File: src/rtl/pal_pkg.sv
// Shared definitions for the radix palindrome analyzer: FSM encodings,
// width helpers and the elaboration-time depth check.
package pal_pkg;

  localparam int RADIX_MIN = 2;
  localparam int RADIX_MAX = 16;

  localparam logic [1:0] ST_IDLE    = 2'd0;
  localparam logic [1:0] ST_EXTRACT = 2'd1;
  localparam logic [1:0] ST_COMPARE = 2'd2;
  localparam logic [1:0] ST_DONE    = 2'd3;

  function automatic int digit_width(input int radix);
    return (radix <= 2) ? 1 : $clog2(radix);
  endfunction

  function automatic int count_width(input int max_digits);
    return $clog2(max_digits + 1);
  endfunction

  function automatic int index_width(input int max_digits);
    return (max_digits <= 2) ? 1 : $clog2(max_digits);
  endfunction

  // True when max_digits radix digits can hold any width-bit unsigned value.
  function automatic bit digits_cover(input int width, input int radix, input int max_digits);
    logic [127:0] span;
    logic [127:0] limit;
    span  = 128'd1;
    limit = 128'd1 << width;
    for (int i = 0; i < max_digits; i++) begin
      span = span * 128'(radix);
      if (span >= limit) return 1'b1;
    end
    return (span >= limit);
  endfunction

endpackage

File: src/rtl/pal_digit_extractor.sv
// Working register plus divide/modulo-by-RADIX datapath; peels one
// least-significant digit per step.
module pal_digit_extractor
  import pal_pkg::*;
#(
  parameter int WIDTH = 32,
  parameter int RADIX = 10
) (
  input  logic                          clock,
  input  logic                          reset,
  input  logic                          i_load,
  input  logic [WIDTH-1:0]              i_value,
  input  logic                          i_step,
  output logic [digit_width(RADIX)-1:0] o_digit,
  output logic                          o_quot_zero
);

  localparam int DW = digit_width(RADIX);

  logic [WIDTH-1:0] r_work;
  logic [WIDTH-1:0] w_quot;

  // Constant divisor, so synthesis reduces these to fixed logic.
  assign w_quot      = r_work / WIDTH'(RADIX);
  assign o_digit     = DW'(r_work % WIDTH'(RADIX));
  assign o_quot_zero = (w_quot == '0);

  always_ff @(posedge clock or posedge reset) begin
    if (reset) begin
      r_work <= '0;
    end else if (i_load) begin
      r_work <= i_value;
    end else if (i_step) begin
      r_work <= w_quot;
    end
  end

endmodule

File: src/rtl/pal_radix_analyzer.sv
// Radix-N palindrome detector: extracts digits LSD first, then compares
// pairs from both ends, one pair per cycle, with a start/done handshake.
module pal_radix_analyzer
  import pal_pkg::*;
#(
  parameter int WIDTH      = 32,
  parameter int RADIX      = 10,
  parameter int MAX_DIGITS = 10
) (
  input  logic                                clock,
  input  logic                                reset,
  input  logic                                start,
  input  logic                                signed_mode,
  input  logic [WIDTH-1:0]                    in_number,
  output logic                                busy,
  output logic                                done,
  output logic                                is_pal,
  output logic [count_width(MAX_DIGITS)-1:0]  digit_count
);

  localparam int DW = digit_width(RADIX);
  localparam int CW = count_width(MAX_DIGITS);
  localparam int IW = index_width(MAX_DIGITS);

  if (RADIX < RADIX_MIN || RADIX > RADIX_MAX) begin : g_bad_radix
    $fatal(1, "pal_radix_analyzer: RADIX %0d outside legal range", RADIX);
  end
  if (!digits_cover(WIDTH, RADIX, MAX_DIGITS)) begin : g_bad_depth
    $fatal(1, "pal_radix_analyzer: MAX_DIGITS %0d too small for WIDTH %0d", MAX_DIGITS, WIDTH);
  end

  logic [1:0]    r_state;
  logic [CW-1:0] r_count;
  logic [CW-1:0] r_lo;
  logic [CW-1:0] r_hi;
  logic          r_reject;
  logic          r_busy;
  logic          r_done;
  logic          r_is_pal;
  logic [CW-1:0] r_digit_count;
  logic [DW-1:0] r_digits [MAX_DIGITS];

  logic          w_load;
  logic          w_step;
  logic [DW-1:0] w_digit;
  logic          w_quot_zero;

  assign w_load = (r_state == ST_IDLE) && start;
  assign w_step = (r_state == ST_EXTRACT);

  pal_digit_extractor #(
    .WIDTH (WIDTH),
    .RADIX (RADIX)
  ) u_extractor (
    .clock       (clock),
    .reset       (reset),
    .i_load      (w_load),
    .i_value     (in_number),
    .i_step      (w_step),
    .o_digit     (w_digit),
    .o_quot_zero (w_quot_zero)
  );

  // A rejected negative operand still spends one COMPARE cycle so that its
  // done pulse lands one edge after acceptance, like every other result.
  always_ff @(posedge clock or posedge reset) begin
    if (reset) begin
      r_state       <= ST_IDLE;
      r_count       <= '0;
      r_lo          <= '0;
      r_hi          <= '0;
      r_reject      <= 1'b0;
      r_busy        <= 1'b0;
      r_done        <= 1'b0;
      r_is_pal      <= 1'b0;
      r_digit_count <= '0;
      for (int i = 0; i < MAX_DIGITS; i++) r_digits[i] <= '0;
    end else begin
      r_done <= 1'b0;
      case (r_state)
        ST_IDLE: begin
          if (start) begin
            r_count       <= '0;
            r_lo          <= '0;
            r_hi          <= '0;
            r_is_pal      <= 1'b0;
            r_digit_count <= '0;
            r_busy        <= 1'b1;
            if (signed_mode && in_number[WIDTH-1]) begin
              r_reject <= 1'b1;
              r_state  <= ST_COMPARE;
            end else begin
              r_reject <= 1'b0;
              r_state  <= ST_EXTRACT;
            end
          end
        end
        ST_EXTRACT: begin
          r_digits[r_count[IW-1:0]] <= w_digit;
          r_count                   <= r_count + CW'(1);
          if (w_quot_zero) begin
            r_lo    <= '0;
            r_hi    <= r_count;
            r_state <= ST_COMPARE;
          end
        end
        ST_COMPARE: begin
          if (r_reject) begin
            r_state       <= ST_DONE;
            r_done        <= 1'b1;
            r_is_pal      <= 1'b0;
            r_digit_count <= r_count;
          end else if (r_lo >= r_hi) begin
            r_state       <= ST_DONE;
            r_done        <= 1'b1;
            r_is_pal      <= 1'b1;
            r_digit_count <= r_count;
          end else if (r_digits[r_lo[IW-1:0]] != r_digits[r_hi[IW-1:0]]) begin
            r_state       <= ST_DONE;
            r_done        <= 1'b1;
            r_is_pal      <= 1'b0;
            r_digit_count <= r_count;
          end else begin
            r_lo <= r_lo + CW'(1);
            r_hi <= r_hi - CW'(1);
          end
        end
        ST_DONE: begin
          r_state <= ST_IDLE;
          r_busy  <= 1'b0;
        end
        default: begin
          r_state <= ST_IDLE;
          r_busy  <= 1'b0;
        end
      endcase
    end
  end

  assign busy        = r_busy;
  assign done        = r_done;
  assign is_pal      = r_is_pal;
  assign digit_count = r_digit_count;

endmodule

File: config.mk
export PLATFORM = sky130hd
export DESIGN_NAME = pal_radix_analyzer
export DESIGN_NICKNAME = d
export VERILOG_FILES = /design/src/rtl/pal_pkg.sv /design/src/rtl/pal_digit_extractor.sv /design/src/rtl/pal_radix_analyzer.sv
export SDC_FILE = /design/constraint.sdc
export NUM_CORES = 1
export LEC_CHECK = 0
export ABC_AREA = 1
export BUFFER_PORTS_ARGS = -buffer_cell sky130_fd_sc_hd__buf_2
export CAP_MARGIN = 5
export CORE_MARGIN = 8
export CORE_UTILIZATION = 50
export DETAILED_ROUTE_END_ITERATION = 7
export GPL_TIMING_DRIVEN = 0
export PLACE_DENSITY_LB_ADDON = 0.05
export REMOVE_ABC_BUFFERS = 1
export SLEW_MARGIN = 40
export SYNTH_ARGS = -nofsm -noshare
export SYNTH_HDL_FRONTEND = slang
export SYNTH_SLANG_ARGS = --single-unit
File: constraint.sdc
create_clock -name clock -period 20.9 [get_ports clock]
set_input_delay 2.09 -clock clock [delete_from_list [all_inputs] [get_ports clock]]
set_output_delay 2.09 -clock clock [all_outputs]
set_load 0.05 [all_outputs]
### Word level (Yosys, flattened, before mapping)

Cells that the tools add are included.

* register bits: 94
* input port bits: 36
* output and inout port bits: 7
* logic and storage cells: 105

* $add $sub $neg: 3
* div/mod/pow operators: 2
* magnitude comparators: 5
* equal/unequal tests: 10
* mux-type cells: 46
* bitwise logic cells: 3
* reductions and logical operators: 16

Operator list (number)
* 4-bit 2-to-1 mux: 17
* 32-bit 2-to-1 mux: 2
* 40-bit bitwise mux: 1
* 4-bit binary-select mux with 4-bit select: 2
* 32-bit by 4-bit divider with 32-bit output (second input constant): 1
* 32-bit logical NOT: 1
* 32-bit by 4-bit remainder unit with 32-bit output (second input constant): 1
* 4-bit case mux with 3 select lines: 2
* 4-bit demux with 4-bit select: 1
* 4-bit case mux with 2 select lines: 2
* 5-bit >= comparator (second input constant): 3
* 4-bit inverter with 5-bit output: 3
* 2-bit 2-to-1 mux: 6
* 1-bit 2-to-1 mux: 10
* 2-bit != test (second input constant): 5
* 4-bit by 1-bit adder with 4-bit output (second input constant): 2
* 2-bit case mux with 4 select lines: 1
* 2-bit nonzero test: 4
* 2-bit AND reduction: 3
* 3-bit AND reduction: 2
* 6-bit AND reduction: 1
* 5-bit by 1-bit < comparator with 1-bit output (second input constant): 1
* 2-bit equality test (second input constant): 2
* 4-bit >= comparator: 1
* other kinds (8): 11

### Logic depth before layout (Yosys ltp)

Gate-level depths: netlist of the first run.

* depth in word-level cells: 9
* gate-level depth with buffers: 135
* mapped depth without buffers: 135

### Hierarchy

Synthesis of the first run repeated with hierarchy kept, for this count alone.

* cells, all modules: 1216
* area total of the unflattened synthesis: 8084.0 um2

Modules (own cells, without submodules)
* pal_digit_extractor: times used 1, cells an instance 676, area each 4269.1 um2, seq. area each 800.8 um2
* pal_radix_analyzer: times used 1, cells an instance 540, area each 3814.9 um2, seq. area each 1551.5 um2

### Least setup slack after synthesis of the first run

Ideal clock, no wire load.

* path kind: register to register
* start point: reg u_extractor.r_work[31]
* end point: reg r_hi[0]
* library setup time: 0.117 ns
* arrival: 9.543 ns
* required time: 20.783 ns
* slack: 11.240 ns
* cell stages (with the launch flop): 117
* path buffers: 0
* period minus slack after synthesis: 9.660 ns
* cell sequence: dfrtp_1 -> a21oi_1 -> o21bai_2 -> nand2_2 -> nand2_4 -> o21ai_2 -> nand3_1 -> nand2_2 -> nand2_2 -> nand2_2 -> nand2_1 -> nand2_2 -> nand2_2 -> nand2_2 -> nand2_1 -> nand2_2 -> inv_1 -> nand2_2 -> [81 not listed] -> nand2_4 -> nand2_4 -> nand2_1 -> nand3_1 -> nand2_2 -> nand2_4 -> nand2_2 -> nand3_1 -> nand2_2 -> nand2_2 -> nand2_2 -> nand3_2 -> nand2_2 -> nand3_1 -> nand2_2 -> nand3_2 -> nand2_1 -> nand2_1

* cells in the longest elaborated chain, start to end: 4

RTL lines
* start, declared: RTL line pal_digit_extractor.sv:20 `logic [WIDTH-1:0] r_work;`
* start signal, assigned: RTL line pal_digit_extractor.sv:32 `r_work <= i_value;`
* start signal, assigned: RTL line pal_digit_extractor.sv:34 `r_work <= w_quot;`
* 32-bit by 4-bit divider with 32-bit output: RTL line pal_digit_extractor.sv:24 `assign w_quot = r_work / WIDTH'(RADIX);`
* 32-bit logical NOT: RTL line pal_digit_extractor.sv:26 `assign o_quot_zero = (w_quot == '0);`
* 2-bit != test (no source line)
* 6-bit AND reduction (no source line)
* end signal, assigned: RTL line pal_radix_analyzer.sv:103 `r_hi <= r_count;`
* end signal, assigned: RTL line pal_radix_analyzer.sv:125 `r_hi <= r_hi - CW'(1);`
* end, declared: RTL line pal_radix_analyzer.sv:35 `logic [CW-1:0] r_hi;`

No other way between the ends.
A chain may end at the register's enable or synchronous reset.

### Worst setup path in the final report of the first run

* start point: reg u_extractor.r_work[31]
* end point: reg r_digits[7] (netlist name)

* cells in the longest elaborated chain, start to end: 2

RTL lines
* 32-bit by 4-bit remainder unit with 32-bit output: RTL line pal_digit_extractor.sv:25 `assign o_digit = DW'(r_work % WIDTH'(RADIX));`
* 40-bit bitwise mux: RTL line pal_radix_analyzer.sv:99 `r_digits[r_count[IW-1:0]] <= w_digit;`
* end signal, assigned by index: RTL line pal_radix_analyzer.sv:99
* end, declared: RTL line pal_radix_analyzer.sv:41 `logic [DW-1:0] r_digits [MAX_DIGITS];`

No other way between the ends.

==> results.sh, run 1 <==
export IMPL_detailedRoute_firstPassIterationCount=5
export IMPL_groute_usage_overall_pct=20.33
export IMPL_grt_start_max_net_pins=62
export IMPL_final_layout_size_suffix_gt1_share_pct=21.17
export IMPL_max_freq_mhz=87.54
export IMPL_timing_critical_path_mode_cell="nand2_2"
export IMPL_fin_crit_sh_pct=54.65
export IMPL_start_util_pct=51.03
export IMPL_timing_setup_tns_ps=0
export IMPL_hold_start="r_hi[3]"
export IMPL_cp_data_arrival_time_ps=11720
export IMPL_post_cts_resized_instances=0
export IMPL_dp_hpwl_mm=14.62
export IMPL_status="finished clean"
export IMPL_core_area_um2=15830
export IMPL_setup_worst_path_end_class="flop"
export IMPL_area_growth_synth_to_final_pct=8.180
export IMPL_rsz0062_at_grt="false"
export IMPL_htree_num_levels=3
export IMPL_route_vias_total=7640
export IMPL_clk_transition_reported_paths_ps=80
export IMPL_cts_max_path_buffers=2
export IMPL_globalRouteOverflowTotal=0
export IMPL_regToRegStartpoint="u_extractor.r_work[31]"
export IMPL_seq_area_frac_synth_pct=29.12
export IMPL_regToRegSetupSlack_ps=9480
export IMPL_antenna_found_initial=0
export IMPL_postCtsSetupRepairBufs=0
export IMPL_post_synth_instance_area_um2=8076
export IMPL_hold_class="reg -> reg"
export IMPL_place_worst_setup_slack_ps=9578
export IMPL_vias_per_cell=5.291
export IMPL_floorplan_rows=46
export IMPL_critPathRequiredTime_ps=21190
export IMPL_path_class="reg -> reg"
export IMPL_max_slew_margin_rel_pct=47.43
export IMPL_min_path_cells=2
export IMPL_cts_root_buffer_cell="clkbuf_16"
export IMPL_finalWeightedCongestion=0.9085
export IMPL_reg2regPathDepth=113
export IMPL_later_pin_clock_latency_in_the_skew_report_ps=350
export IMPL_cts_num_sinks=94
export IMPL_setup_violations=0
export IMPL_die_height_um=143.1
export IMPL_fin_crit_ps=11420
export IMPL_design_die_area_um2=20480
export IMPL_drtIter0Drc=406
export IMPL_num_io_pins=43
export IMPL_worstReg2RegEnd="r_digits[7]"
export IMPL_yosysWarnings=0
export IMPL_fp_dieW_um=143.1
export IMPL_diodes=0
export IMPL_port_buffer_count=42
export IMPL_drtAntennaViolNets=0
export IMPL_synth_area_per_cell_um2=6.736
export IMPL_cts_buffers=9
export IMPL_cts_hold_buf=0
export IMPL_routed_wl_mm=20.02
export IMPL_crit_start="u_extractor.r_work[31]"
export IMPL_critical_path_slowest_cell="a21oi_2"
export IMPL_worst_slew_pin_slew_ps=788.5
export IMPL_worst_path_max_fanout=10
export IMPL_final_max_slew_violation_count=0
export IMPL_cts_tree="done"
export IMPL_fin_worst_hold_slack_ps=483.4
export IMPL_grt_pass1_vias=7259
export IMPL_timing_final_hold_violations=0
export IMPL_finClkSkew_ps=9.938
export IMPL_maximum_capacitance_violations=0
export IMPL_timing_critical_path_from_type="flop"
export IMPL_remaining_drcs=0
export IMPL_critical_path_max_stage_delay_ps=570
export IMPL_syn_instance_count=1199
export IMPL_yosys_cell_types_count=46
export IMPL_routedWlPerCell_um=13.87
export IMPL_worst_setup_path_endpoint="r_digits[7]"
export IMPL_grt_first_pass_wirelength_mm=34.08
export IMPL_synth_ff_latch_count=94
export IMPL_setup_ws_ps=9477
export IMPL_fin_nets=1274
-- sequential cells by signal (all words and copies together), names as in the netlist --
signal	cells
r_digits	40
u_extractor.r_work	32
digit_count	4
r_count	4
r_hi	4
r_lo	4
r_state	2
busy	1
done	1
is_pal	1
r_reject	1
-- cell usage in the layout (no fill, tap or decap), types with 3 or more instances in the layout --
cell type,n
o21ai_0,48
nand4_1,24
o22ai_1,3
nand2_4,18
o21ai_2,6
nand2_1,350
ha_1,14
o221ai_1,10
a32o_1,6
clkinv_1,5
o31ai_1,4
nand3_2,21
nor4_1,5
clkbuf_16,9
inv_1,119
buf_2,42
nand3_1,153
inv_8,3
dfrtp_1,92
o21bai_2,3
o21bai_1,3
o21ai_1,9
xor2_1,6
nand3b_1,4
a21oi_1,29
nor3_1,6
o211ai_1,37
nand2_2,96
inv_2,40
nor2_1,35
-- Yosys cell counts, drive strengths merged --
cell	count	area [um2]
nand2	464	2115
nand3	175	993.5
inv	161	606.8
dfrtp	94	2352
o21ai	63	337.8
nor2	39	166.4
o211ai	37	277.8
a21oi	32	178.9
nand4	24	150.1
clkbuf	16	63.81
buf	15	140.1
ha	15	187.7
o221ai	10	87.58
xor2	7	80.08
a32o	6	60.06
clkinv	6	22.52
nor3	6	30.03
o21bai	6	56.30
nor4	5	31.28
nand3b	4	30.03
o31ai	4	30.03
o22ai	3	18.77
xnor2	2	17.52
a211oi	1	7.510
a22o	1	8.760
a2bb2oi	1	8.760
o2111ai	1	8.760
o21a	1	8.760
-- metal layers --
metal	share of wire, %	global-route usage, %
met1	47	25.97
met3	2.8	1.803
met5	0	0
met2	49	35.09
met4	1.8	7.103
-- how the worst min path moves through the flow --
stage | to | slack, ps
4_1_cts | r_hi[3] | 490
2_1_floorplan | r_digits[10] | 450
3_5_place_dp | r_hi[3] | 470
6_report | r_hi[3] | 480
5_1_grt | digit_count[1] | 520
3_3_place_gp | digit_count[1] | 460
-- worst max-delay path: cells and delay by family (launching register included) --
kind                   cells  cell delay, ps
AOI/OAI and AO/OA          8            1760
and+or+nand+nor           92            8270
buffers and inverters     13             830
DFF                        1             480
-- cell families after synthesis --
family | synth area share, %
compound gates | 13.49
xor+xnor | 1.208
buf+inv | 10.32
flops | 29.12
fa+ha+maj | 2.324
simple gates | 43.53
-- area by class of cell --
type / count / area [um2]
clock buffer: 9 / 225.2
fill: 1593 / 7091
tap: 216 / 270.3
clock inverter: 7 / 87.58
timing repair buffer: 44 / 265.3
inverter: 167 / 638.1
multi-input combinational: 907 / 4896
sequential: 94 / 2355
-- through the flow --
step	util (%)	area (um2)	cells
6_report	55.20	8737	1444
5_1_grt	55.20	8737	1444
3_5_place_dp	53.23	8424	1428
4_1_cts	55.20	8737	1444
3_3_place_gp	52.77	8353	1426
2_1_floorplan	-	7873	1168
Power of run 1 is not shown: default switching activity piles up to over one toggle a cycle in this logic, so the estimate is an artifact.
==> run 2, diff against run 1 <==
ABC_AREA = 0   (was 1)
clock period = 11.5 ns   (was 20.9 ns; I/O delays follow)
==> run 2 against run 1 <==
The flow now finishes with violations (setup timing). Setup slack worse by 9800 ps. Via count is 71% higher. Non-clock buffer count is 204 higher. Clock skew increased by 11 ps. Cell count rose by 32%. Critical path depth down 62. Register-to-register slack worse by 9800 ps. Synthesized cell count rose by 23%.
==> results.sh, run 2 <==
export IMPL_htree_num_levels=3
export IMPL_seq_area_frac_synth_pct=20.65
export IMPL_syn_instance_count=1469
export IMPL_cts_tree="done"
export IMPL_grt_first_pass_wirelength_mm=63.74
export IMPL_cts_buffers=9
export IMPL_worst_slew_pin_slew_ps=1022
export IMPL_dpl_cell_count=1682
export IMPL_finalWeightedCongestion=0.8881
export IMPL_cp_data_arrival_time_ps=12070
export IMPL_final_cells=1906
export IMPL_route_vias_total=13080
export IMPL_rsz0062_at_grt="true"
export IMPL_synth_cells_most_frequent="185 x nand2_1, 103 x nor2_1, 99 x o21ai_0"
export IMPL_antenna_found_initial=1
export IMPL_fin_nets=1667
export IMPL_post_synth_fa_ha_maj_area_fraction_pct=1.834
export IMPL_routedWlPerCell_um=21.46
export IMPL_final_layout_size_suffix_gt1_share_pct=37.08
export IMPL_most_frequently_used_flop_master_after_synthesis="dfrtp_1"
export IMPL_dp_hpwl_mm=23.52
export IMPL_grt_pass1_vias=12242
export IMPL_fin_crit_ps=11830
export IMPL_cts_num_sinks=94
export IMPL_clk_transition_reported_paths_ps=80
export IMPL_grt_start_max_net_pins=55
export IMPL_routed_wl_mm=40.91
export IMPL_synth_area_per_cell_um2=7.754
export IMPL_setup_violations=41
export IMPL_path_class="reg -> reg"
export IMPL_hold_class="reg -> reg"
export IMPL_synth_xor_area_share_pct=2.493
export IMPL_start_util_pct=50.62
export IMPL_reg_largest_list="r_digits x40, u_extractor.r_work x32"
export IMPL_drtAntennaViolNets=0
export IMPL_largest_reg_flops=40
export IMPL_synth_compound_area_share_pct=33.94
export IMPL_worst_setup_path_endpoint="r_state[1]"
export IMPL_maximum_capacitance_violations=0
export IMPL_critical_path_slowest_cell="or4_4"
export IMPL_post_synth_instance_area_um2=11390
export IMPL_timing_final_hold_violations=0
export IMPL_yosysWarnings=0
export IMPL_groute_usage_overall_pct=26.92
export IMPL_core_area_um2=22500
export IMPL_critical_path_max_stage_delay_ps=590
export IMPL_filler_cell_count=1767
export IMPL_drtIter0Drc=1488
export IMPL_floorplan_rows=55
export IMPL_largest_register="r_digits"
export IMPL_synth_most_common_cell="nand2_1"
export IMPL_post_synth_simple_gate_area_pct=24.20
export IMPL_max_freq_mhz=84.54
export IMPL_worstReg2RegEnd="r_state[1]"
export IMPL_remaining_drcs=0
export IMPL_cts_max_path_buffers=2
export IMPL_cts_hold_buf=0
export IMPL_vias_per_cell=6.863
export IMPL_synth_top_family_by_area="compound AO/OA/AOI/OAI gates"
export IMPL_setup_ws_ps=-328.7
export IMPL_synth_ff_latch_count=94
export IMPL_port_buffer_count=42
export IMPL_synth_async_reset_ratio_pct=100.0
export IMPL_synth_top_area_share_pct=20.65
export IMPL_critPathRequiredTime_ps=11740
export IMPL_crit_start="u_extractor.r_work[30]"
export IMPL_fin_worst_hold_slack_ps=503.9
export IMPL_fin_crit_sh_pct=102.9
export IMPL_violations="setup timing"
export IMPL_regToRegStartpoint="u_extractor.r_work[30]"
export IMPL_timing_critical_path_from_type="flop"
export IMPL_worst_path_max_fanout=13
export IMPL_die_height_um=166.9
export IMPL_yosys_cell_types_count=121
export IMPL_synth_edf_count=0
export IMPL_detailedRoute_firstPassIterationCount=7
export IMPL_design_die_area_um2=27870
export IMPL_area_growth_synth_to_final_pct=34.61
export IMPL_max_slew_margin_rel_pct=31.39
export IMPL_yosys_mux_area_fraction_pct=10.15
export IMPL_status="complete, but fails checks"
export IMPL_finClkSkew_ps=21.27
export IMPL_fp_dieW_um=166.9
export IMPL_globalRouteOverflowTotal=0
export IMPL_layout_cells_most_common="nand2_1"
export IMPL_setup_worst_path_end_class="flop"
export IMPL_synth_largest_area_cell="dfrtp_1"
export IMPL_mostFrequentLayoutCells="179 x nand2_1, 174 x buf_4, 94 x nor2_1"
export IMPL_final_max_slew_violation_count=0
export IMPL_timing_critical_path_mode_cell="buf_4"
export IMPL_regToRegSetupSlack_ps=-330
export IMPL_cts_root_buffer_cell="clkbuf_16"
export IMPL_diodes=0
export IMPL_synthTopCellsByArea="dfrtp_1 21%, nand2_1 6.1%, o21ai_0 4.3%"
export IMPL_reg2regPathDepth=51
export IMPL_num_io_pins=43
export IMPL_timing_setup_tns_ps=-8529
export IMPL_later_pin_clock_latency_in_the_skew_report_ps=370
run 2: cell count changes after synthesis, moves of 64 or more:
cell,previous run,this run
nand2_1,351,185
nand3_1,153,56
clkbuf_1,15,79
inv_1,121,46
nand2_2,95,4
nor2_1,35,103
run 2: metal layers:
layer | vias to the layer above | GRT usage (%) | routed length [um]
li1 | 5914 | - | -
met1 | 6327 | 34.94 | 17000
met2 | 691 | 44.09 | 19470
met3 | 146 | 3.877 | 2843
met4 | 2 | 11.40 | 1585
met5 | - | 0 | 13
run 2: timing repair:
item                                    CTS  global route
pin swaps                                96            63
gates resized for setup                 231           114
endpoints found under the setup margin   46            42
gates cloned                              4             4
setup buffers                           148            52
run 2: kinds of logic (layout without fill, tap and decap cells):
group,after synthesis,after routing
xor gates and xnor gates,29,29
adders and majority gates,17,17
and+or+nand+nor,550,553
AOI/OAI and AO/OA,510,513
DFF,94,94
buffers and inverters,178,322
muxes,91,93
run 2: area by class of cell:
class / count / area [um2] / area share [%]
inverters: 58 / 232.7 / 1.518
well taps: 285 / 356.6 / 2.326
repair buffers: 248 / 1957 / 12.76
flip-flops and latches: 94 / 2382 / 15.54
clock buffers: 9 / 225.2 / 1.469
multi-input cells: 1205 / 10100 / 65.90
clock inverters: 7 / 75.07 / 0.4896
run 2: critical path, delay by kind of cell, from the launching register on:
| family | cells | cell delay (ps) |
|---|---|---|
| XOR/XNOR | 2 | 510 |
| multiplexers | 3 | 900 |
| buffers and inverters | 11 | 1790 |
| AO/OA/AOI/OAI | 24 | 4710 |
| AND/OR/NAND/NOR | 11 | 3240 |
| flip-flops | 1 | 540 |
run 2: through the flow:
| step | util [%] | setup slack [ps] | instance area, um2 |
|---|---|---|---|
| 2_1_floorplan | - | -1369 | 10840 |
| 3_3_place_gp | 50.70 | -5098 | 11410 |
| 3_5_place_dp | 51.43 | -2939 | 11570 |
| 4_1_cts | 63.49 | -1.985 | 14290 |
| 5_1_grt | 68.14 | -669.8 | 15330 |
| 6_report | 68.14 | -328.7 | 15330 |
run 2: how the worst min path moves through the flow:
stage | cells past startpoint | to | slack [ps] | startpoint
floorplan | 2 | r_hi[3] | 460 | r_hi[3]
global placement | 2 | busy | 470 | busy
detailed placement | 2 | r_hi[3] | 480 | r_hi[3]
CTS | 2 | r_hi[3] | 500 | r_hi[3]
global route | 2 | r_digits[4] | 530 | r_digits[4]
finish | 2 | r_hi[3] | 500 | r_hi[3]
Power of run 2 is left out for the same reason.
